--- config.mk ---
export PLATFORM = sky130hd
export DESIGN_NAME = coin_program_sequencer
export DESIGN_NICKNAME = d
export VERILOG_FILES = /design/src/rtl/coin_program_sequencer.sv
export SDC_FILE = /design/constraint.sdc
export NUM_CORES = 1
export LEC_CHECK = 0
export CORE_UTILIZATION = 40
export CTS_CLUSTER_SIZE = 20
export DETAILED_ROUTE_END_ITERATION = 10
export HOLD_SLACK_MARGIN = 0.03
export PLACE_DENSITY = 0.76
export SYNTH_ARGS = -nofsm -noshare
export SYNTH_HDL_FRONTEND = slang
export SYNTH_SLANG_ARGS = --single-unit
--- constraint.sdc ---
create_clock -name clk -period 6.15 [get_ports clk]
set_input_delay 0.615 -clock clk [delete_from_list [all_inputs] [get_ports clk]]
set_output_delay 0.615 -clock clk [all_outputs]
set_load 0.01 [all_outputs]
--- src/rtl/coin_program_sequencer.sv ---
// Coin-triggered program sequencer: queues coin events and streams the matching
// program ROM words to a datapath with a valid/ready handshake.
module coin_program_sequencer #(
  parameter int unsigned FIFO_DEPTH = 4,
  parameter logic [18:0] END_MARKER = 19'h7f000
) (
  input  logic        clk,
  input  logic        rst,
  input  logic        coin_5,
  input  logic        coin_10,
  input  logic        coin_25,
  output logic [1:0]  rom_sel,
  output logic [2:0]  rom_addr,
  input  logic [18:0] rom_data,
  output logic [18:0] instr,
  output logic        instr_valid,
  input  logic        instr_ready,
  output logic        busy,
  output logic        prog_done,
  output logic        coin_drop,
  output logic [3:0]  pending
);

  localparam int unsigned PtrW     = (FIFO_DEPTH > 1) ? $clog2(FIFO_DEPTH) : 1;
  localparam logic [3:0]  DepthCnt = 4'(FIFO_DEPTH);

  typedef enum logic [1:0] {StIdle, StFetch, StIssue, StDone} state_e;

  state_e            state_q, state_d;
  logic [1:0]        fifo_q [FIFO_DEPTH];
  logic [1:0]        fifo_d [FIFO_DEPTH];
  logic [PtrW-1:0]   wr_ptr_q, wr_ptr_d, rd_ptr_q, rd_ptr_d;
  logic [3:0]        count_q, count_d;
  logic [1:0]        rom_sel_q, rom_sel_d;
  logic [2:0]        rom_addr_q, rom_addr_d;
  logic [18:0]       instr_q, instr_d;
  logic              instr_valid_q, instr_valid_d;
  logic              busy_q, busy_d;
  logic              prog_done_q, prog_done_d;
  logic              coin_drop_q, coin_drop_d;

  logic              coin_any, coin_multi, push, pop, full;
  logic [1:0]        coin_code;

  always_comb begin
    state_d       = state_q;
    fifo_d        = fifo_q;
    wr_ptr_d      = wr_ptr_q;
    rd_ptr_d      = rd_ptr_q;
    rom_sel_d     = rom_sel_q;
    rom_addr_d    = rom_addr_q;
    instr_d       = instr_q;
    instr_valid_d = instr_valid_q;

    coin_any   = coin_5 | coin_10 | coin_25;
    coin_multi = (coin_25 & (coin_10 | coin_5)) | (coin_10 & coin_5);
    coin_code  = coin_25 ? 2'd2 : (coin_10 ? 2'd1 : 2'd0);

    // Only IDLE pops, so a full queue can still accept a coin on a popping edge.
    pop  = (state_q == StIdle) && (count_q != 4'd0);
    full = (count_q == DepthCnt);
    push = coin_any && (!full || pop);

    unique case (state_q)
      StIdle: begin
        if (pop) begin
          rom_sel_d  = fifo_q[rd_ptr_q];
          rom_addr_d = 3'd1;
          state_d    = StFetch;
        end else begin
          rom_addr_d = 3'd0;
        end
      end
      StFetch: begin
        if (rom_data == END_MARKER) begin
          state_d = StDone;
        end else begin
          instr_d       = rom_data;
          instr_valid_d = 1'b1;
          state_d       = StIssue;
        end
      end
      StIssue: begin
        if (instr_ready) begin
          instr_valid_d = 1'b0;
          if (rom_addr_q == 3'd7) begin
            state_d = StDone;
          end else begin
            rom_addr_d = rom_addr_q + 3'd1;
            state_d    = StFetch;
          end
        end
      end
      StDone: begin
        state_d = StIdle;
      end
    endcase

    if (push) begin
      fifo_d[wr_ptr_q] = coin_code;
      wr_ptr_d         = wr_ptr_q + PtrW'(1);
    end
    if (pop) begin
      rd_ptr_d = rd_ptr_q + PtrW'(1);
    end
    count_d = count_q + {3'b000, push} - {3'b000, pop};

    coin_drop_d = coin_multi || (coin_any && !push);
    prog_done_d = (state_d == StDone);
    busy_d      = (state_d != StIdle);
  end

  always_ff @(posedge clk or posedge rst) begin
    if (rst) begin
      state_q       <= StIdle;
      fifo_q        <= '{default: '0};
      wr_ptr_q      <= '0;
      rd_ptr_q      <= '0;
      count_q       <= '0;
      rom_sel_q     <= '0;
      rom_addr_q    <= '0;
      instr_q       <= '0;
      instr_valid_q <= 1'b0;
      busy_q        <= 1'b0;
      prog_done_q   <= 1'b0;
      coin_drop_q   <= 1'b0;
    end else begin
      state_q       <= state_d;
      fifo_q        <= fifo_d;
      wr_ptr_q      <= wr_ptr_d;
      rd_ptr_q      <= rd_ptr_d;
      count_q       <= count_d;
      rom_sel_q     <= rom_sel_d;
      rom_addr_q    <= rom_addr_d;
      instr_q       <= instr_d;
      instr_valid_q <= instr_valid_d;
      busy_q        <= busy_d;
      prog_done_q   <= prog_done_d;
      coin_drop_q   <= coin_drop_d;
    end
  end

  assign rom_sel     = rom_sel_q;
  assign rom_addr    = rom_addr_q;
  assign instr       = instr_q;
  assign instr_valid = instr_valid_q;
  assign busy        = busy_q;
  assign prog_done   = prog_done_q;
  assign coin_drop   = coin_drop_q;
  assign pending     = count_q;

endmodule

==> results.md <==
Yosys:
- Sequential elements use between 50% and 60% of the synthesized area.
- The largest family of logic cells by synthesized area is multiplexers.
- Summing the areas of all and, or, nand and nor instances in the mapped netlist gives ~8% of the synthesized area.
- Counting flops with a built-in enable in the synthesized netlist gives 0.
- In this run, distinct cell masters in the synthesized netlist total 35.
- Synthesis produced a netlist whose cell count is between 150 and 200.
- After synthesis, the largest area contributor takes up a little over half of total cell area.
- The most used flip-flop cell after synthesis is sky130_fd_sc_hd__dfrtp_1.
- The complex-gate fraction of the synthesized area is 9.606%.
- Of the total synthesized cell area, the portion taken by full adders, half adders and majority gates is 7.518%.
- The total number of yosys warnings is 0.
- The synthesized netlist devotes ~2.1% of its cell area to XOR and XNOR gates.
- The fraction of registers with async set or reset after synthesis is between 90% and 100%.
- Synthesis inferred 46 register bits.
- The synthesized netlist net count is around 200.
- Sorting the synthesized cells by area gives the leading types as sky130_fd_sc_hd__dfrtp_1 55%, sky130_fd_sc_hd__mux2_2 11%, sky130_fd_sc_hd__ha_1 6.6%.
- In this run the mean area of a mapped cell was between 10 and 15 µm².
- The post-synthesis mux area share is around 14%.
- The cell taking the most area after synthesis is sky130_fd_sc_hd__dfrtp_1.
- The post-synthesis instance area is about 2100 µm².

Min path:
- The worst hold path begins at instr_valid.
- The endpoint of the worst hold-timing path is instr_valid.
- In this run the worst hold path is classified as register to register.
- The worst hold path cell count is 2.

Place:
- The congestion estimate from routability-driven global placement came to approximately 0.76.
- The final HPWL from detailed placement is slightly below 3000 µm.
- The port buffer count is 56.

Pwr:
- Summed over all cells, the static leakage comes to 0.001247 µW.
- The combinational fraction of design power is about half.
- Per report_power, the sequential group accounts for between 30% and 40% of the total.
- Per report_power, the clock group accounts for roughly an eighth of the total.
- The net switching power is a little under 500 µW.
- The internal portion of the total power is between 900 and 1000 µW.
- Of the total power, the share spent switching nets is between 30% and 40%.
- The worst voltage drop across the vdd grid is 0.2137 mV.
- For this design the ratio of total power to cell area is a little over 500 nW/µm².

CTS:
- Once the clock tree was built, the resizer swapped 0 gates to a different size.
- The total setup buffers inserted after CTS is 0.
- In this run the clock root is driven by a sky130_fd_sc_hd__clkbuf_8.
- The clock network latency to the later pin of the worst-skew pair is 0.30 ns.
- The clock tree synthesis step divided the H-tree into 2 levels.
- Clock tree synthesis found a total of 46 sinks.
- The CTS tree is built.
- The number of CTS-inserted buffers is 5.
- The number of buffers added to fix hold violations after cts is 0.
- Clock-pin slew was measured on the worst setup and hold paths at roughly 0.08 ns.
- The clock passes through at most 2 buffers.

Drt:
- For this block, the initial DRC count from the detailed router was 56.
- Dividing the detail-routed via count by the number of cells gives 4.885.
- In the routed design, unresolved DRC markers number 0.
- The wire length reported by the detailed router is 3992 µm.
- The routed layout has between 1000 and 1500 vias.
- The detailed-router iteration count before antenna repair is 4.
- In this run the remaining antenna-violating nets after routing total 0.
- The average routed wire per standard cell is 13.86 µm.

STA:
- The setup skew after layout is approximately 0.011 ns.
- The hold violation total from the final report is 0.
- The actual transition at the worst max-transition pin is a little over 0.9 ns.
- The worst slew margin relative to its limit is 38.79%.
- The number of endpoints failing setup at the final stage is 0.
- The number of slew-limit violations in the final report is 0.
- The setup TNS is 0 ns.
- The clock period could shrink to around 2.6 ns.
- Timing would allow up to 392.0 MHz.
- On the final layout, the worst hold slack is just over 0.5 ns.
- Setup repair after global routing left no endpoint under its margin.
- The final period utilization is about two fifths.

Layout:
- Compared with the post-synthesis result, the final layout area differs by 34.25%.
- Cells fill a little under 60% of the core in the end.
- The fraction of layout instances using a drive strength above 1 is 16.29%.
- The post-layout net count is approximately 260.
- The repair_antennas step left the layout with diodes totalling 0.

Critical path:
- The worst setup path is of the register to register kind.
- Counting cells, the worst reg-to-reg path comes to 9.
- The worst setup path is captured at a register.
- For this run, the slowest stage of the critical path takes approximately 0.64 ns.
- In this run the worst path has a maximum fanout of 9.
- The data arrival time at the worst-slack endpoint is 2.75 ns.
- The capturing point of the worst reg2reg path is pending[2].
- The worst setup path is launched from a register.
- The worst register-to-register path has a setup slack of about 3.6 ns.
- The cell with the largest stage delay on the worst path is sky130_fd_sc_hd__a211oi_2.
- At the worst endpoint, the required time is ~6.4 ns.
- The worst register-to-register path begins at pending[2].
- The critical path goes through inv_1, ha_1, a211oi_2, nand2_1, o21ai_0, ha_1, inv_1, fa_1, xnor2_1.
- On the critical path the largest part of the delay comes from adder cells.
- The total buffers and inverters traversed by the critical path is 2.

GRT:
- Entering global routing, the biggest net connects 47 pins.
- The wire length of the first global-routing pass is between 6000 and 7000 µm.
- The via count of the first global-routing pass came to between 1500 and 2000.
- The total congestion overflow is 0.
- The initial antenna violation count is 0.
- The overall track demand over capacity in global routing is approximately 17%.

Flow run:
- Max-cap violations in this run came to 0.

Floorplan:
- The area inside the core boundary is between 4000 and 5000 µm².
- The die is roughly 74 µm tall.
- In this run the count of I/O pins placed on the die edge is 57.
- The die is 74.41 µm wide.
- The floorplan die area is between 5000 and 6000 µm².
- The floorplan has 25 rows.
- Once the floorplan was initialized, standard cells occupied 42.97% of the core.

Outcome:
- The flow ran to the end, and the final reports show no timing, DRC or antenna violations.
==> cell usage in the layout, fill, tap and decap left out, types with 4 or more instances in the layout <==
cell type / instances
sky130_fd_sc_hd__a21oi_1: 4
sky130_fd_sc_hd__a22o_1: 6
sky130_fd_sc_hd__clkbuf_8: 6
sky130_fd_sc_hd__clkdlybuf4s50_1: 56
sky130_fd_sc_hd__dfrtp_1: 46
sky130_fd_sc_hd__ha_1: 11
sky130_fd_sc_hd__inv_1: 12
sky130_fd_sc_hd__mux2_2: 21
sky130_fd_sc_hd__nand2_1: 9
sky130_fd_sc_hd__nor2_1: 4
sky130_fd_sc_hd__nor2b_1: 5
==> logic make-up after synthesis <==
kind of cell / count (synthesis)
flops: 46
simple gates: 30
compound gates: 25
mux: 25
buf+inv: 17
fa+ha+maj: 12
xor+xnor: 5
==> synth_stat cells, types with 2 or more instances <==
| cell | n |
|---|---|
| sky130_fd_sc_hd__nor4b_1 | 2 |
| sky130_fd_sc_hd__dfrtp_1 | 46 |
| sky130_fd_sc_hd__nand4_1 | 2 |
| sky130_fd_sc_hd__mux2_1 | 2 |
| sky130_fd_sc_hd__ha_1 | 11 |
| sky130_fd_sc_hd__mux2_2 | 21 |
| sky130_fd_sc_hd__o21ai_0 | 3 |
| sky130_fd_sc_hd__xor2_1 | 2 |
| sky130_fd_sc_hd__a22o_1 | 6 |
| sky130_fd_sc_hd__mux4_2 | 2 |
| sky130_fd_sc_hd__nor2b_1 | 5 |
| sky130_fd_sc_hd__inv_1 | 13 |
| sky130_fd_sc_hd__a21o_1 | 3 |
| sky130_fd_sc_hd__nor2_1 | 4 |
| sky130_fd_sc_hd__a32o_1 | 2 |
| sky130_fd_sc_hd__nand2_1 | 9 |
| sky130_fd_sc_hd__nor3_1 | 2 |
| sky130_fd_sc_hd__a21oi_1 | 4 |
| sky130_fd_sc_hd__buf_2 | 2 |
| sky130_fd_sc_hd__xnor2_1 | 3 |
| sky130_fd_sc_hd__a211oi_1 | 2 |
==> routing by layer <==
metal,GRT usage (%),routed length (µm)
met4,8.176,79
met1,21.55,1770
met5,0,0
met3,7.453,381
met2,25.03,1760
==> metrics by stage <==
stage | cell area, µm² | instances | setup slack [ns] | total power (µW)
floorplan | 2097 | 160 | 3.791 | 966.2
global route | 2815 | 288 | 3.410 | 1553
global placement | 2724 | 280 | 3.346 | 1238
finish | 2815 | 288 | 3.599 | 1437
CTS | 2815 | 288 | 3.584 | 1456
detailed placement | 2724 | 280 | 3.335 | 1258
==> power by group through the flow <==
stage	sequential (µW)	clock, µW	combinational [µW]
CTS	553	196	706
detailed placement	557	0	701
floorplan	578	0	388
global route	571	211	771
finish	553	189	696
global placement	554	0	684
==> tightest hold or removal path, stage by stage, from the launching register on <==
cell and delay (ns):
sky130_fd_sc_hd__dfrtp_1 0.35, sky130_fd_sc_hd__o31ai_1 0.07, sky130_fd_sc_hd__nand2_1 0.06
==> worst max-delay path by stage <==
stage | from | end | slack (ns) | cells after the start
3_3_place_gp | rom_data[6] | instr[13] | 3.35 | 6
4_1_cts | pending[2] | pending[2] | 3.58 | 9
3_5_place_dp | rom_data[9] | instr[14] | 3.34 | 6
6_report | pending[2] | pending[2] | 3.60 | 9
2_1_floorplan | pending[2] | pending[2] | 3.79 | 10
5_1_grt | pending[2] | pending[2] | 3.41 | 9
==> cell type report <==
cell class / count / area [µm²]
clock buffers: 7 / 86.33
clock inverters: 1 / 5.005
well taps: 67 / 83.83
flip-flops and latches: 46 / 1151
repair buffers: 57 / 568.0
inverters: 13 / 48.80
fillers: 439 / 2064
multi-input cells: 97 / 872.1
==> flip-flops by register name (all words and copies together), names as in the netlist <==
register     flops
prog_done        1
wr_ptr_q         2
state_q          2
busy             1
rom_addr         3
coin_drop        1
rd_ptr_q         2
instr_valid      1
rom_sel          2
pending          4
instr           19
fifo_q           8
Power figures use the tool's default switching activity.
